**config.mk**
```make
export PLATFORM = sky130hd
export DESIGN_NAME = ibex_fp_wb_stage
export DESIGN_NICKNAME = d
export VERILOG_FILES = /design/src/rtl/ibex_fp_pkg.sv /design/src/rtl/ibex_pkg.sv /design/src/rtl/ibex_wb_fifo.sv /design/src/rtl/ibex_fp_wb_stage.sv
export SDC_FILE = /design/constraint.sdc
export NUM_CORES = 1
export LEC_CHECK = 0
export CAP_MARGIN = 20
export CORE_UTILIZATION = 40
export DETAILED_ROUTE_END_ITERATION = 16
export PLACE_DENSITY = 0.7
export SYNTH_ARGS = -nofsm -noshare
export SYNTH_HDL_FRONTEND = slang
export SYNTH_SLANG_ARGS = --single-unit
```
**constraint.sdc**
```tcl
create_clock -name clk_i -period 2.1 [get_ports clk_i]
set_input_delay 0.21 -clock clk_i [delete_from_list [all_inputs] [get_ports clk_i]]
set_output_delay 0.21 -clock clk_i [all_outputs]
set_load 0.01 [all_outputs]
```
**src/rtl/ibex_fp_pkg.sv**
```systemverilog
// ibex_fp_pkg: floating-point constants shared by the FP datapath.
//   FFLAGS_W       width of the RISC-V fflags CSR
//   FFLAG_*        bit positions of the individual exception flags
package ibex_fp_pkg;

    localparam int unsigned FFLAGS_W = 5;

    localparam int unsigned FFLAG_NV = 4;  // invalid operation
    localparam int unsigned FFLAG_DZ = 3;  // divide by zero
    localparam int unsigned FFLAG_OF = 2;  // overflow
    localparam int unsigned FFLAG_UF = 1;  // underflow
    localparam int unsigned FFLAG_NX = 0;  // inexact

endpackage

```
**src/rtl/ibex_pkg.sv**
```systemverilog
// ibex_pkg: core-wide types.
//   wb_entry_t     one buffered execute result waiting for writeback
package ibex_pkg;

    typedef struct packed {
        logic [4:0]  rd_addr;
        logic        rd_fp;      // 1: FP regfile, 0: integer regfile
        logic        rd_we;      // result writes a register
        logic [31:0] result;
        logic [4:0]  fflags;     // NV,DZ,OF,UF,NX
        logic        fflags_we;  // fflags field is meaningful
    } wb_entry_t;

endpackage

```
**src/rtl/ibex_wb_fifo.sv**
```systemverilog
// ibex_wb_fifo: in-order FIFO of an arbitrary packed type with a registered
// occupancy count. Every slot is exposed together with a per-slot valid bit
// so the parent can compare against all in-flight entries.
//   clk_i, rst_ni  clock, asynchronous active-low reset
//   push_i/data_i  write one entry (ignored when full)
//   pop_i          retire the head (ignored when empty)
//   head_o         oldest entry
//   full_o/empty_o derived from the registered count only
//   entries_o      all storage slots, indexed by physical position
//   valid_o        per-slot occupancy
module ibex_wb_fifo #(
    parameter int unsigned Depth = 2,
    parameter type         T     = logic
) (
    input  logic             clk_i,
    input  logic             rst_ni,
    input  logic             push_i,
    input  T                 data_i,
    input  logic             pop_i,
    output T                 head_o,
    output logic             full_o,
    output logic             empty_o,
    output T                 entries_o [Depth],
    output logic [Depth-1:0] valid_o
);

    localparam int unsigned PtrW = (Depth > 1) ? $clog2(Depth) : 1;
    localparam int unsigned CntW = $clog2(Depth + 1);

    logic [PtrW-1:0] wr_ptr_q, wr_ptr_d;
    logic [PtrW-1:0] rd_ptr_q, rd_ptr_d;
    logic [CntW-1:0] count_q, count_d;
    logic            push_en, pop_en;
    T                mem_q [Depth];

    assign full_o  = (count_q == CntW'(Depth));
    assign empty_o = (count_q == '0);
    assign push_en = push_i & ~full_o;
    assign pop_en  = pop_i & ~empty_o;

    // Depth is a power of two, so pointer overflow is the modulo wrap.
    always_comb begin
        wr_ptr_d = push_en ? wr_ptr_q + 1'b1 : wr_ptr_q;
        rd_ptr_d = pop_en ? rd_ptr_q + 1'b1 : rd_ptr_q;
        count_d  = count_q;
        if (push_en && !pop_en) begin
            count_d = count_q + 1'b1;
        end else if (!push_en && pop_en) begin
            count_d = count_q - 1'b1;
        end
    end

    always_ff @(posedge clk_i or negedge rst_ni) begin
        if (!rst_ni) begin
            wr_ptr_q <= '0;
            rd_ptr_q <= '0;
            count_q  <= '0;
            for (int i = 0; i < int'(Depth); i++) begin
                mem_q[i] <= '0;
            end
        end else begin
            wr_ptr_q <= wr_ptr_d;
            rd_ptr_q <= rd_ptr_d;
            count_q  <= count_d;
            if (push_en) begin
                mem_q[wr_ptr_q] <= data_i;
            end
        end
    end

    assign head_o = mem_q[rd_ptr_q];

    // A slot is occupied when its distance from the read pointer is below the count.
    for (genvar gi = 0; gi < int'(Depth); gi++) begin : g_slot
        logic [PtrW-1:0] offset;
        assign offset       = PtrW'(gi) - rd_ptr_q;
        assign valid_o[gi]  = (CntW'(offset) < count_q);
        assign entries_o[gi] = mem_q[gi];
    end

endmodule

```
**src/rtl/ibex_fp_wb_stage.sv**
```systemverilog
// ibex_fp_wb_stage: writeback stage behind EX. Buffers results in order,
// drains the head to the integer or FP regfile write port (the LSU load
// response has priority on each port), accumulates sticky fflags on
// retirement and flags ID source operands that match a pending rd.
//   ex_*           result from execute, accepted when ex_ready_o
//   lsu_we_i/lsu_rd_fp_i  load response occupying one write port
//   rf_* / fp_rf_* integer / FP regfile write ports (combinational)
//   fflags_*       CSR write path and accumulated flags
//   id_rs_*        ID source operands; id_hazard_o per-source hit
//   wb_empty_o     nothing buffered
module ibex_fp_wb_stage
    import ibex_pkg::*;
    import ibex_fp_pkg::*;
#(
    parameter int unsigned Depth     = 2,
    parameter bit          FpFlagsEn = 1'b1
) (
    input  logic                clk_i,
    input  logic                rst_ni,
    input  logic                ex_valid_i,
    output logic                ex_ready_o,
    input  logic [31:0]         ex_result_i,
    input  logic [4:0]          ex_rd_addr_i,
    input  logic                ex_rd_fp_i,
    input  logic                ex_rd_we_i,
    input  logic [FFLAGS_W-1:0] ex_fflags_i,
    input  logic                ex_fflags_we_i,
    input  logic                lsu_we_i,
    input  logic                lsu_rd_fp_i,
    output logic                rf_we_o,
    output logic [4:0]          rf_waddr_o,
    output logic [31:0]         rf_wdata_o,
    output logic                fp_rf_we_o,
    output logic [4:0]          fp_rf_waddr_o,
    output logic [31:0]         fp_rf_wdata_o,
    input  logic                fflags_wr_i,
    input  logic [FFLAGS_W-1:0] fflags_wdata_i,
    output logic [FFLAGS_W-1:0] fflags_o,
    input  logic [14:0]         id_rs_addr_i,
    input  logic [2:0]          id_rs_fp_i,
    output logic [2:0]          id_hazard_o,
    output logic                wb_empty_o
);

    wb_entry_t        push_entry;
    wb_entry_t        head;
    wb_entry_t        entries [Depth];
    logic [Depth-1:0] valid;
    logic             full, empty;
    logic             push, pop, head_valid, port_busy;

    // Results that neither write a register nor report flags are accepted but not stored.
    assign ex_ready_o = ~full;
    assign push       = ex_valid_i & ex_ready_o & (ex_rd_we_i | ex_fflags_we_i);

    assign push_entry = '{
        rd_addr:   ex_rd_addr_i,
        rd_fp:     ex_rd_fp_i,
        rd_we:     ex_rd_we_i,
        result:    ex_result_i,
        fflags:    ex_fflags_i,
        fflags_we: ex_fflags_we_i
    };

    ibex_wb_fifo #(
        .Depth (Depth),
        .T     (wb_entry_t)
    ) u_fifo (
        .clk_i     (clk_i),
        .rst_ni    (rst_ni),
        .push_i    (push),
        .data_i    (push_entry),
        .pop_i     (pop),
        .head_o    (head),
        .full_o    (full),
        .empty_o   (empty),
        .entries_o (entries),
        .valid_o   (valid)
    );

    // Strict in-order drain: a load on the head's port stalls everything behind it.
    assign head_valid = ~empty;
    assign port_busy  = lsu_we_i & (lsu_rd_fp_i == head.rd_fp);
    assign pop        = head_valid & ~port_busy;

    assign rf_we_o       = pop & head.rd_we & ~head.rd_fp & (head.rd_addr != 5'd0);
    assign fp_rf_we_o    = pop & head.rd_we & head.rd_fp;
    assign rf_waddr_o    = head_valid ? head.rd_addr : 5'd0;
    assign rf_wdata_o    = head_valid ? head.result : 32'd0;
    assign fp_rf_waddr_o = head_valid ? head.rd_addr : 5'd0;
    assign fp_rf_wdata_o = head_valid ? head.result : 32'd0;
    assign wb_empty_o    = empty;

    if (FpFlagsEn) begin : g_fflags
        logic [FFLAGS_W-1:0] fflags_q, fflags_d, ret_flags;

        // Retiring flags are OR-ed after the CSR write so they are never overwritten.
        always_comb begin
            ret_flags = (pop && head.fflags_we) ? head.fflags : '0;
            fflags_d  = (fflags_wr_i ? fflags_wdata_i : fflags_q) | ret_flags;
        end

        always_ff @(posedge clk_i or negedge rst_ni) begin
            if (!rst_ni) begin
                fflags_q <= '0;
            end else begin
                fflags_q <= fflags_d;
            end
        end

        assign fflags_o = fflags_q;
    end else begin : g_no_fflags
        logic unused_fflags;
        assign unused_fflags = ^{fflags_wr_i, fflags_wdata_i, head.fflags, head.fflags_we};
        assign fflags_o      = '0;
    end

    // Per-source, per-slot match. A popping entry still hits; integer x0 never does.
    logic [Depth-1:0] hit [3];

    for (genvar gi = 0; gi < int'(Depth); gi++) begin : g_haz_slot
        logic unused_payload;
        assign unused_payload = ^{entries[gi].result, entries[gi].fflags, entries[gi].fflags_we};
        for (genvar gr = 0; gr < 3; gr++) begin : g_haz_src
            assign hit[gr][gi] = valid[gi] & entries[gi].rd_we
                               & (entries[gi].rd_addr == id_rs_addr_i[gr*5 +: 5])
                               & (entries[gi].rd_fp == id_rs_fp_i[gr])
                               & (entries[gi].rd_fp | (entries[gi].rd_addr != 5'd0));
        end
    end

    for (genvar gr = 0; gr < 3; gr++) begin : g_haz_out
        assign id_hazard_o[gr] = |hit[gr];
    end

endmodule
```
Word-level counts from Yosys, hierarchy flattened
Index checks and enable logic that the tools add are counted.

Register bits after elaboration: 99. Input bits: 74. Output and inout bits: 86. Logic and storage cells: 107.

Add/sub/neg operators: 6. $lt $le $gt $ge: 5. Eq/ne operators: 14. Mux-type cells: 12. Bitwise operators: 40. Reductions and logical operators: 14.

Operators with widths (number): 45-bit two-way mux (4); 90-bit bitwise mux (1); 45-bit demux with 1-bit select (1); 32-bit two-way mux (1); 1-bit bitwise AND (30); 5-bit == test (6); 5-bit two-way mux (3); 5-bit nonzero test (3); 1-bit == test (7); 2-bit OR reduction (3); 5-bit OR (1); 2-bit >= comparator, second input constant (2); 1-bit logical AND (4); 1-bit by 2-bit < comparator with 1-bit output (2); 2-bit two-way mux (2); 1-bit inverter (4); 1-bit inverter with 2-bit output (2); 1-bit OR (3); 1-bit adder, second input constant (2); 2-bit by 1-bit adder with 2-bit output, second input constant (1); 2-bit == test, second input constant (1); 1-bit zero test (2); 2-bit zero test (1); 2-bit by 1-bit < comparator with 1-bit output, second input constant (1); other kinds (3) (4).

Depth between registers and ports, before layout
Gate-level depths: netlist (run 1).

Word-level depth: 12. Gate-level depth with buffers: 8. Depth with buffers taken out: 7.

By module
From an unflattened synthesis (run 1), not the netlist that was laid out.

Cell total of the unflattened synthesis: 421. Area total of the unflattened synthesis: 5774.3 µm².

By module, submodules not included: ibex_wb_fifo (instances 1, cells an instance 262, area an instance 4536.9 µm², sequential area each 2352.3 µm²); ibex_fp_wb_stage (instances 1, cells an instance 159, area an instance 1237.4 µm², sequential area each 125.1 µm²).

Least setup slack after synthesis (run 1)
Ideal clock, no wire load.

Kind: register to output. From: reg u_fifo.count_q[1]. To: out rf_wdata_o[12]. Data arrival time: 1.577 ns. Required time: 1.890 ns. Setup slack: 0.313 ns. Cell stages (with the launch flop): 6. Buffers on the path: 3. Cells stage by stage: dfrtp_1 > nor2_1 > clkbuf_1 > buf_1 > nor2_1 > buf_4.

Word-level cells in the longest chain between the ends: 2.

Ends and longest elaborated chain: start: declaration (RTL line ibex_wb_fifo.sv:32) `logic [CntW-1:0] count_q, count_d;`; start signal: assignment (RTL line ibex_wb_fifo.sv:64) `count_q <= count_d;`; 2-bit zero test (RTL line ibex_wb_fifo.sv:37) `assign empty_o = (count_q == '0);`; 32-bit two-way mux; end: declaration (RTL line ibex_fp_wb_stage.sv:32) `output logic [31:0] rf_wdata_o,`.

No other way between the ends.

Final worst setup path (run 1)
From: reg u_fifo.mem_q (netlist bit u_fifo.entries_o[86]). To: out id_hazard_o[2].

Word-level cells in the longest chain between the ends: 5. Elaborated cells on any way between the ends: 7. Those cells by class: eq/ne: 1; bitwise: 4; reduce/logical: 2.

Ends and longest elaborated chain: start: declaration (RTL line ibex_wb_fifo.sv:34) `T mem_q [Depth];`; start signal: indexed assignment (RTL line ibex_wb_fifo.sv:66) `mem_q[wr_ptr_q] <= data_i;`; 5-bit == test (RTL line ibex_fp_wb_stage.sv:126) `& (entries[gi].rd_addr == id_rs_addr_i[gr*5 +: 5])`; 1-bit bitwise AND (RTL line ibex_fp_wb_stage.sv:126); 1-bit bitwise AND (RTL line ibex_fp_wb_stage.sv:127) `& (entries[gi].rd_fp == id_rs_fp_i[gr])`; 1-bit bitwise AND * (RTL line ibex_fp_wb_stage.sv:128) `& (entries[gi].rd_fp | (entries[gi].rd_addr != 5'd0));`; 2-bit OR reduction * (RTL line ibex_fp_wb_stage.sv:133) `assign id_hazard_o[gr] = |hit[gr];`; end: declaration (RTL line ibex_fp_wb_stage.sv:41) `output logic [2:0] id_hazard_o,`.

Mark *: on every way between the ends. The rest lies on a longest branch, timed or not.

==> impl_metrics.prom, run 1 <==
# TYPE chip_impl_metric gauge
chip_impl_metric{name="antenna-diode-count",unit=""} 0
chip_impl_metric{name="reg2reg_slack",unit="ps"} 280
chip_impl_metric{name="mappedNetlistArea",unit="mm²"} 0.005334
chip_impl_metric{name="power_density",unit="mW/mm²"} 1647
chip_impl_metric{name="buf_inv_on_cp",unit=""} 2
chip_impl_info{name="synth_ff_type",value="sky130_fd_sc_hd__dfrtp_1"} 1
chip_impl_info{name="status",value="finished, final reports clean"} 1
chip_impl_metric{name="placed_cells_incl_taps",unit=""} 727
chip_impl_metric{name="grt_antenna_before_repair",unit=""} 0
chip_impl_info{name="worst_setup_path_startpoint",value="u_fifo.entries_o[86]"} 1
chip_impl_metric{name="r2r_cells",unit=""} 7
chip_impl_info{name="worstSetupPathType",value="reg -> out"} 1
chip_impl_metric{name="synth_sequential_area_ratio",unit=""} 0.4645
chip_impl_metric{name="worstSkewPairLatency",unit="ps"} 340
chip_impl_metric{name="peakVddDrop",unit="µV"} 867.6
chip_impl_info{name="unrepaired_setup_endpoints_after_global_routing",value="yes"} 1
chip_impl_metric{name="fraction_of_synthesized_cell_area_in_xor_and_xnor_cells",unit=""} 0.06732
chip_impl_metric{name="synthMuxAreaShare",unit=""} 0.2707
chip_impl_metric{name="timing.final.hold_violations",unit=""} 0
chip_impl_metric{name="cts.sink_count",unit=""} 99
chip_impl_metric{name="detailroute.via_count",unit=""} 3736
chip_impl_metric{name="synthesis.nets",unit=""} 517
chip_impl_metric{name="net-switching-power",unit="mW"} 4.439
chip_impl_metric{name="post_synth.cell_area_avg",unit="µm²"} 12.07
chip_impl_metric{name="ys.warnings.count",unit=""} 0
chip_impl_metric{name="nFillCells",unit=""} 1092
chip_impl_info{name="cp_cell_sequence",value="buf_4 -> xor2_1 -> nor4_1 -> nand3_1 -> o21ai_1 -> clkdlybuf4s15_2"} 1
chip_impl_metric{name="areaGrowthSynthToFinish",unit="%"} 37.81
chip_impl_metric{name="fin_crit",unit="ps"} 2081
chip_impl_metric{name="tcrit_tclk_final",unit=""} 0.9910
chip_impl_info{name="clock_tree_from_tritoncts",value="yes"} 1
chip_impl_metric{name="clk_pin_slew",unit="ps"} 70
chip_impl_metric{name="fin_skew",unit="ps"} 7.518
chip_impl_info{name="crit-reg2reg-capture",value="u_fifo.count_q[1]"} 1
chip_impl_metric{name="slew_headroom",unit=""} 0.6915
chip_impl_metric{name="placement.cell_area",unit="mm²"} 0.006860
chip_impl_metric{name="maxClockFrequency",unit="MHz"} 480.5
chip_impl_metric{name="gr_ovfl_total",unit=""} 0
chip_impl_info{name="cp_max_delay_cell",value="sky130_fd_sc_hd__dfrtp_2"} 1
chip_impl_metric{name="switching_share",unit=""} 0.3666
chip_impl_info{name="timing.critical_path.to",value="id_hazard_o[2]"} 1
chip_impl_metric{name="grt_util_overall",unit=""} 0.1845
chip_impl_metric{name="globalplace.congestion",unit=""} 0.8572
chip_impl_metric{name="routed_wl",unit="µm"} 12070
chip_impl_metric{name="finalSetupViolations",unit=""} 0
chip_impl_metric{name="hpwlAfterDp",unit="µm"} 8502
chip_impl_metric{name="finalPower",unit="mW"} 12.11
chip_impl_metric{name="worst_path_largest_cell_delay",unit="ps"} 460
chip_impl_metric{name="critical_path_required_time",unit="ps"} 1890
chip_impl_metric{name="synth_cell_types",unit=""} 38
chip_impl_metric{name="core_area",unit="mm²"} 0.01282
chip_impl_metric{name="synth_seq_cells",unit=""} 99
chip_impl_metric{name="power.share.combinational",unit=""} 0.565
chip_impl_metric{name="cell_internal_pwr",unit="mW"} 7.669
chip_impl_info{name="worst_setup_path_end_kind",value="output pin"} 1
chip_impl_metric{name="p_leak",unit="nW"} 3.504
chip_impl_info{name="cp-start-kind",value="flop"} 1
chip_impl_metric{name="number_of_stages_on_the_worst_setup_path",unit=""} 6
chip_impl_metric{name="wire_length_of_the_first_global_routing_pass",unit="µm"} 20120
chip_impl_info{name="cp_top_family",value="flip-flops"} 1
chip_impl_metric{name="drt-initial-drc-count",unit=""} 127
chip_impl_metric{name="synth-adder-area-share",unit=""} 0.002346
chip_impl_metric{name="p_clk_frac",unit=""} 0.136
chip_impl_metric{name="clock_path_buffers",unit=""} 2
chip_impl_info{name="r2r-start",value="u_fifo.rd_ptr_q"} 1
chip_impl_metric{name="slew_violations",unit=""} 0
chip_impl_metric{name="cell_count_after_synthesis",unit=""} 442
chip_impl_metric{name="tritoncts.num_buffers",unit=""} 9
chip_impl_metric{name="critical_path.max_fanout",unit=""} 5
chip_impl_metric{name="sequential_group_share_of_total_power",unit=""} 0.299
chip_impl_metric{name="detail-route-antenna-nets",unit=""} 0
chip_impl_metric{name="die_area",unit="mm²"} 0.01380
chip_impl_metric{name="floorplan.die.height",unit="µm"} 117.5
chip_impl_metric{name="via_per_inst",unit=""} 4.955
chip_impl_metric{name="synth-simple-area-share",unit=""} 0.06404
chip_impl_metric{name="timing.final.ws_setup",unit="ps"} 18.98
chip_impl_metric{name="layout.core_utilization",unit=""} 0.5732
chip_impl_metric{name="synth_edf_count",unit=""} 0
chip_impl_metric{name="crit_arrival",unit="ps"} 1870
chip_impl_metric{name="ios",unit=""} 160
chip_impl_metric{name="final_layout_size_suffix_gt1_frac",unit=""} 0.2646
chip_impl_metric{name="std_cell_rows",unit=""} 41
chip_impl_metric{name="fin_area",unit="mm²"} 0.007351
chip_impl_metric{name="drt-wirelength-per-cell",unit="µm"} 16.00
chip_impl_metric{name="whs",unit="ps"} 357.8
chip_impl_info{name="main_combinational_cell_family_by_area_after_synthesis",value="multiplexers"} 1
chip_impl_info{name="holdCritPathClass",value="in -> async"} 1
chip_impl_metric{name="dr.pass1.iters",unit=""} 4
chip_impl_info{name="clock_tree.root_cell",value="sky130_fd_sc_hd__clkbuf_16"} 1
chip_impl_metric{name="floorplan.initialDensity",unit=""} 0.4159
chip_impl_metric{name="port_buffers",unit=""} 159
chip_impl_metric{name="fin_nets",unit=""} 652
chip_impl_metric{name="setup-tns-final",unit="ps"} 0
chip_impl_metric{name="tightestPinTransition",unit="ps"} 462.8
chip_impl_metric{name="drc_errors",unit=""} 0
chip_impl_metric{name="synth_compound_gate_area_share",unit=""} 0.03190
chip_impl_metric{name="final_cell_count_no_fill",unit=""} 754
chip_impl_metric{name="grt_max_degree",unit=""} 49
chip_impl_metric{name="die_w",unit="µm"} 117.5
chip_impl_metric{name="place_worst_setup_slack",unit="ps"} -82.17
chip_impl_metric{name="maxCapViolations",unit=""} 0
chip_impl_metric{name="asyncSetResetFlopFracSynth",unit=""} 1.000
chip_impl_metric{name="first_global_vias",unit=""} 4043
chip_impl_metric{name="cts_htree_levels",unit=""} 3
-- per-layer routing --
layer / part of all wire / track usage / vias to the layer above
li1: - / - / 1758
met1: 0.44 / 0.2257 / 1841
met2: 0.49 / 0.3162 / 120
met3: 0.055 / 0.04070 / 17
met4: 0.014 / 0.07131 / 0
met5: 0 / 0 / -
-- power groups by stage --
| stage | Clock [mW] | Sequential [mW] | Combinational, mW |
|---|---|---|---|
| finish | 1.65 | 3.62 | 6.84 |
| global route | 1.77 | 3.75 | 7.39 |
| CTS | 1.69 | 3.63 | 6.99 |
| detailed placement | 0 | 3.67 | 7.12 |
| global placement | 0 | 3.60 | 7.03 |
| floorplan | 0 | 3.30 | 4.76 |
-- registers in the layout, indices dropped and copies added (netlist names) --
| name | cells |
|---|---|
| u_fifo.entries_o | 90 |
| fflags_o | 5 |
| u_fifo.count_q | 2 |
| u_fifo.rd_ptr_q | 1 |
| u_fifo.wr_ptr_q | 1 |
-- worst reg2reg max path: stages, from the launching register on --
cell	delay, ps
sky130_fd_sc_hd__dfrtp_2	440
sky130_fd_sc_hd__mux2i_1	230
sky130_fd_sc_hd__xor2_1	90
sky130_fd_sc_hd__a21o_1	210
sky130_fd_sc_hd__buf_4	160
sky130_fd_sc_hd__ha_1	320
sky130_fd_sc_hd__nor2_1	130
sky130_fd_sc_hd__xor2_1	160
-- how the worst min path moves through the flow --
stage                 from                    to  depth (start not counted)
floorplan           rst_ni           fflags_o[0]                          0
global placement    rst_ni  u_fifo.entries_o[66]                          1
detailed placement  rst_ni  u_fifo.entries_o[66]                          1
CTS                 rst_ni  u_fifo.entries_o[66]                          2
global route        rst_ni  u_fifo.entries_o[21]                          2
finish              rst_ni  u_fifo.entries_o[66]                          2
-- cell usage after synthesis, types with 3 or more instances --
| master | number | share of area |
|---|---|---|
| sky130_fd_sc_hd__dfrtp_1 | 99 | 0.46 |
| sky130_fd_sc_hd__mux2_2 | 84 | 0.18 |
| sky130_fd_sc_hd__nor2_1 | 45 | 0.032 |
| sky130_fd_sc_hd__mux2i_1 | 43 | 0.081 |
| sky130_fd_sc_hd__buf_4 | 37 | 0.052 |
| sky130_fd_sc_hd__xor2_1 | 28 | 0.046 |
| sky130_fd_sc_hd__xnor2_1 | 13 | 0.021 |
| sky130_fd_sc_hd__clkbuf_1 | 10 | 0.0070 |
| sky130_fd_sc_hd__o21ai_0 | 9 | 0.0084 |
| sky130_fd_sc_hd__buf_2 | 8 | 0.0075 |
| sky130_fd_sc_hd__nor4_1 | 7 | 0.0082 |
| sky130_fd_sc_hd__mux2_1 | 6 | 0.013 |
| sky130_fd_sc_hd__a32oi_1 | 5 | 0.0082 |
| sky130_fd_sc_hd__nand3_1 | 5 | 0.0047 |
| sky130_fd_sc_hd__buf_1 | 4 | 0.0028 |
| sky130_fd_sc_hd__buf_12 | 4 | 0.015 |
| sky130_fd_sc_hd__clkbuf_8 | 4 | 0.010 |
| sky130_fd_sc_hd__nand2_1 | 4 | 0.0028 |
| sky130_fd_sc_hd__nand4_1 | 3 | 0.0035 |
-- logic make-up after synthesis --
| family | count (synthesis) |
|---|---|
| adder cells (fa/ha/maj) | 1 |
| buffers and inverters | 71 |
| multiplexers | 133 |
| AND/OR/NAND/NOR | 73 |
| AO/OA/AOI/OAI | 24 |
| XOR/XNOR | 41 |
| flip-flops | 99 |
-- placed cells by master (no fill, tap or decap), drive strengths merged, types with 2 or more instances in the layout --
master	netlist	final
dlygate4sd2	0	42
xor2	28	28
nor4	7	7
dlymetal6s2s	0	26
mux2	90	90
clkinv	0	3
nor2b	3	3
xnor2	13	13
a211oi	2	2
a21oi	2	2
o21ai	9	9
a32oi	5	5
nand2	5	5
clkdlybuf4s50	0	85
inv	2	2
dfrtp	99	99
buf	54	34
nand4	3	3
nor3	2	2
clkbuf	15	12
nor2	45	45
clkdlybuf4s15	0	3
mux2i	43	43
nand3	5	5
nand2b	2	2
-- cell type report --
cell class,instances,area (µm²),share of cell area
clock buffer,11,242.7,0.03302
clock inverter,5,52.55,0.007149
inverter,2,7.507,0.001021
multi-input combinational,272,2370,0.3224
sequential,99,2486,0.3382
tap,172,215.2,0.02928
timing repair buffer,193,1977,0.2689
-- timing repair --
item                                   CTS  global route
hold buffers                             1             0
setup endpoints to repair               80            37
resized for setup                       72            35
cloned                                   1             0
setup buffers                            8             1
endpoints found under the hold margin   33             0
pin swaps                                0             5
Note: power is estimated with default switching activity, not from simulation.
==> run 2: changes to the inputs <==
--- a/config.mk
+++ b/config.mk
@@ -9,6 +9,7 @@
 export CORE_UTILIZATION = 40
 export DETAILED_ROUTE_END_ITERATION = 16
 export PLACE_DENSITY = 0.7
+export SKIP_CTS_REPAIR_TIMING = 1
 export SYNTH_ARGS = -nofsm -noshare
 export SYNTH_HDL_FRONTEND = slang
 export SYNTH_SLANG_ARGS = --single-unit
==> run 2 against run 1 <==
  * Count of clock-buffer cells in the layout did not move
  * Clock skew fell by 1.3 ps
  * Global-route usage fell by 0.42 points
  * Sequential power rose by 1%
  * Flip-flop and latch count did not move
  * Cell area rose by 1.6%
  * Largest power group unchanged
  * Via count fell by 0.11%
  * Highest routed layer unchanged
  * Wire length rose by 1.8%
  * Setup slack improved by 75 ps
==> impl_metrics.prom, run 2 (synthesis results as in run 1) <==
# TYPE chip_impl_metric gauge
chip_impl_metric{name="die_area",unit="mm²"} 0.01380
chip_impl_info{name="layout_common_cells",value="89 x sky130_fd_sc_hd__dfrtp_1, 84 x sky130_fd_sc_hd__mux2_2, 79 x sky130_fd_sc_hd__dlymetal6s2s_1"} 1
chip_impl_metric{name="gr_ovfl_total",unit=""} 0
chip_impl_metric{name="fin_skew",unit="ps"} 6.171
chip_impl_metric{name="worst_path_largest_cell_delay",unit="ps"} 470
chip_impl_metric{name="largest_reg_flops",unit=""} 90
chip_impl_metric{name="die_w",unit="µm"} 117.5
chip_impl_metric{name="layout.core_utilization",unit=""} 0.5823
chip_impl_metric{name="peakVddDrop",unit="µV"} 888.2
chip_impl_metric{name="drc_errors",unit=""} 0
chip_impl_metric{name="clk_pin_slew",unit="ps"} 70
chip_impl_metric{name="critical_path.max_fanout",unit=""} 5
chip_impl_metric{name="floorplan.die.height",unit="µm"} 117.5
chip_impl_metric{name="fin_area",unit="mm²"} 0.007468
chip_impl_metric{name="tcrit_tclk_final",unit=""} 0.9552
chip_impl_info{name="cp_cell_sequence",value="buf_4 -> mux2i_1 -> xor2_1 -> a21o_1 -> nor3_1 -> buf_2"} 1
chip_impl_metric{name="maxCapViolations",unit=""} 0
chip_impl_metric{name="placement.cell_area",unit="mm²"} 0.006860
chip_impl_metric{name="placed_cells_incl_taps",unit=""} 727
chip_impl_metric{name="via_per_inst",unit=""} 4.996
chip_impl_metric{name="grt_util_overall",unit=""} 0.1803
chip_impl_metric{name="tightestPinTransition",unit="ps"} 469.3
chip_impl_metric{name="p_leak",unit="nW"} 4.020
chip_impl_metric{name="final_layout_size_suffix_gt1_frac",unit=""} 0.2539
chip_impl_metric{name="globalplace.congestion",unit=""} 0.8572
chip_impl_metric{name="final_cell_count_no_fill",unit=""} 747
chip_impl_info{name="cp-start-kind",value="flop"} 1
chip_impl_metric{name="hpwlAfterDp",unit="µm"} 8502
chip_impl_metric{name="timing.final.hold_violations",unit=""} 0
chip_impl_metric{name="floorplan.initialDensity",unit=""} 0.4159
chip_impl_metric{name="crit_arrival",unit="ps"} 1800
chip_impl_metric{name="detailroute.via_count",unit=""} 3732
chip_impl_metric{name="finalSetupViolations",unit=""} 0
chip_impl_metric{name="power_density",unit="mW/mm²"} 1640
chip_impl_metric{name="fin_nets",unit=""} 645
chip_impl_metric{name="detail-route-antenna-nets",unit=""} 0
chip_impl_metric{name="maxClockFrequency",unit="MHz"} 498.5
chip_impl_metric{name="first_global_vias",unit=""} 3943
chip_impl_metric{name="slew_headroom",unit=""} 0.6871
chip_impl_metric{name="tritoncts.num_buffers",unit=""} 9
chip_impl_metric{name="std_cell_rows",unit=""} 41
chip_impl_info{name="worstSetupPathType",value="reg -> out"} 1
chip_impl_metric{name="drt-wirelength-per-cell",unit="µm"} 16.44
chip_impl_info{name="clock_tree.root_cell",value="sky130_fd_sc_hd__clkbuf_16"} 1
chip_impl_metric{name="worstSkewPairLatency",unit="ps"} 340
chip_impl_metric{name="ios",unit=""} 160
chip_impl_metric{name="dr.pass1.iters",unit=""} 4
chip_impl_info{name="holdCritPathClass",value="in -> async"} 1
chip_impl_info{name="clock_tree_from_tritoncts",value="yes"} 1
chip_impl_metric{name="buf_inv_on_cp",unit=""} 2
chip_impl_metric{name="wire_length_of_the_first_global_routing_pass",unit="µm"} 19690
chip_impl_info{name="final_common_cell",value="sky130_fd_sc_hd__dfrtp_1"} 1
chip_impl_metric{name="grt_antenna_before_repair",unit=""} 0
chip_impl_info{name="cp_max_delay_cell",value="sky130_fd_sc_hd__dfrtp_2"} 1
chip_impl_metric{name="finalPower",unit="mW"} 12.25
chip_impl_metric{name="cts_htree_levels",unit=""} 3
chip_impl_metric{name="critical_path_required_time",unit="ps"} 1890
chip_impl_metric{name="fin_crit",unit="ps"} 2006
chip_impl_metric{name="core_area",unit="mm²"} 0.01282
chip_impl_info{name="status",value="finished, final reports clean"} 1
chip_impl_metric{name="cts.sink_count",unit=""} 99
chip_impl_info{name="worst_setup_path_end_kind",value="output pin"} 1
chip_impl_metric{name="port_buffers",unit=""} 159
chip_impl_metric{name="areaGrowthSynthToFinish",unit="%"} 40.02
chip_impl_metric{name="whs",unit="ps"} 361.6
chip_impl_metric{name="drt-initial-drc-count",unit=""} 120
chip_impl_metric{name="antenna-diode-count",unit=""} 0
chip_impl_metric{name="clock_path_buffers",unit=""} 2
chip_impl_info{name="cp_top_family",value="flip-flops"} 1
chip_impl_metric{name="grt_max_degree",unit=""} 49
chip_impl_metric{name="routed_wl",unit="µm"} 12280
chip_impl_metric{name="slew_violations",unit=""} 0
## run 2: cell count changes in the layout (fill, tap and decap cells not counted), sizes merged
cell / change
buf: -7
bufbuf: -1
clkdlybuf4s15: -3
clkdlybuf4s50: -7
dlygate4sd2: -42
dlymetal6s2s: +53
## run 2: worst register-to-register path, delay by kind of cell, from the launching register on
kind | cells | cell delay [ps]
flops | 1 | 470
buf+inv | 2 | 320
fa+ha+maj | 1 | 320
xor+xnor | 2 | 310
compound gates | 1 | 210
simple gates | 1 | 130
mux | 1 | 120
## run 2: layer usage
layer  track usage  vias up  share of wire
met5             0        -              0
met4       0.06490        0          0.018
met3       0.03924       22          0.058
met2        0.3051      121           0.49
met1        0.2262     1848           0.44
li1              -     1741              -
## run 2: final cells by class
class,instances,area (µm²)
clock buffer,11,242.7
multi-input combinational,272,2356
clock inverter,5,52.55
timing repair buffer,186,2105
tap,172,215.2
fill,1057,5356
inverter,2,7.507
sequential,99,2490
## run 2: per-stage QoR
step	TNS (ps)	worst slack [ps]
2_1_floorplan	0	312.7
3_3_place_gp	-87.97	-87.97
3_5_place_dp	-188.5	-82.17
4_1_cts	-9712	-336.7
5_1_grt	-23.66	-12.47
6_report	0	94.00
## run 2: power by group
group          total, mW  internal, mW  switching [mW]
Combinational       6.95          3.95            2.99
Clock               1.64         0.950           0.689
Sequential          3.66          2.91           0.752
## run 2: worst paths after layout
path	start	end	slack, ps	cells after the start
worst max-delay path	u_fifo.rd_ptr_q	rf_we_o	90	6
worst min-delay path	rst_ni	u_fifo.entries_o[66]	360	2
worst max register to register	u_fifo.rd_ptr_q	u_fifo.count_q[1]	140	8
worst min register to register	u_fifo.entries_o[47]	u_fifo.entries_o[47]	490	1
max in group asynchronous	rst_ni	u_fifo.entries_o[40]	1090	3
min in group clk_i	fflags_wdata_i[0]	fflags_o[0]	490	3
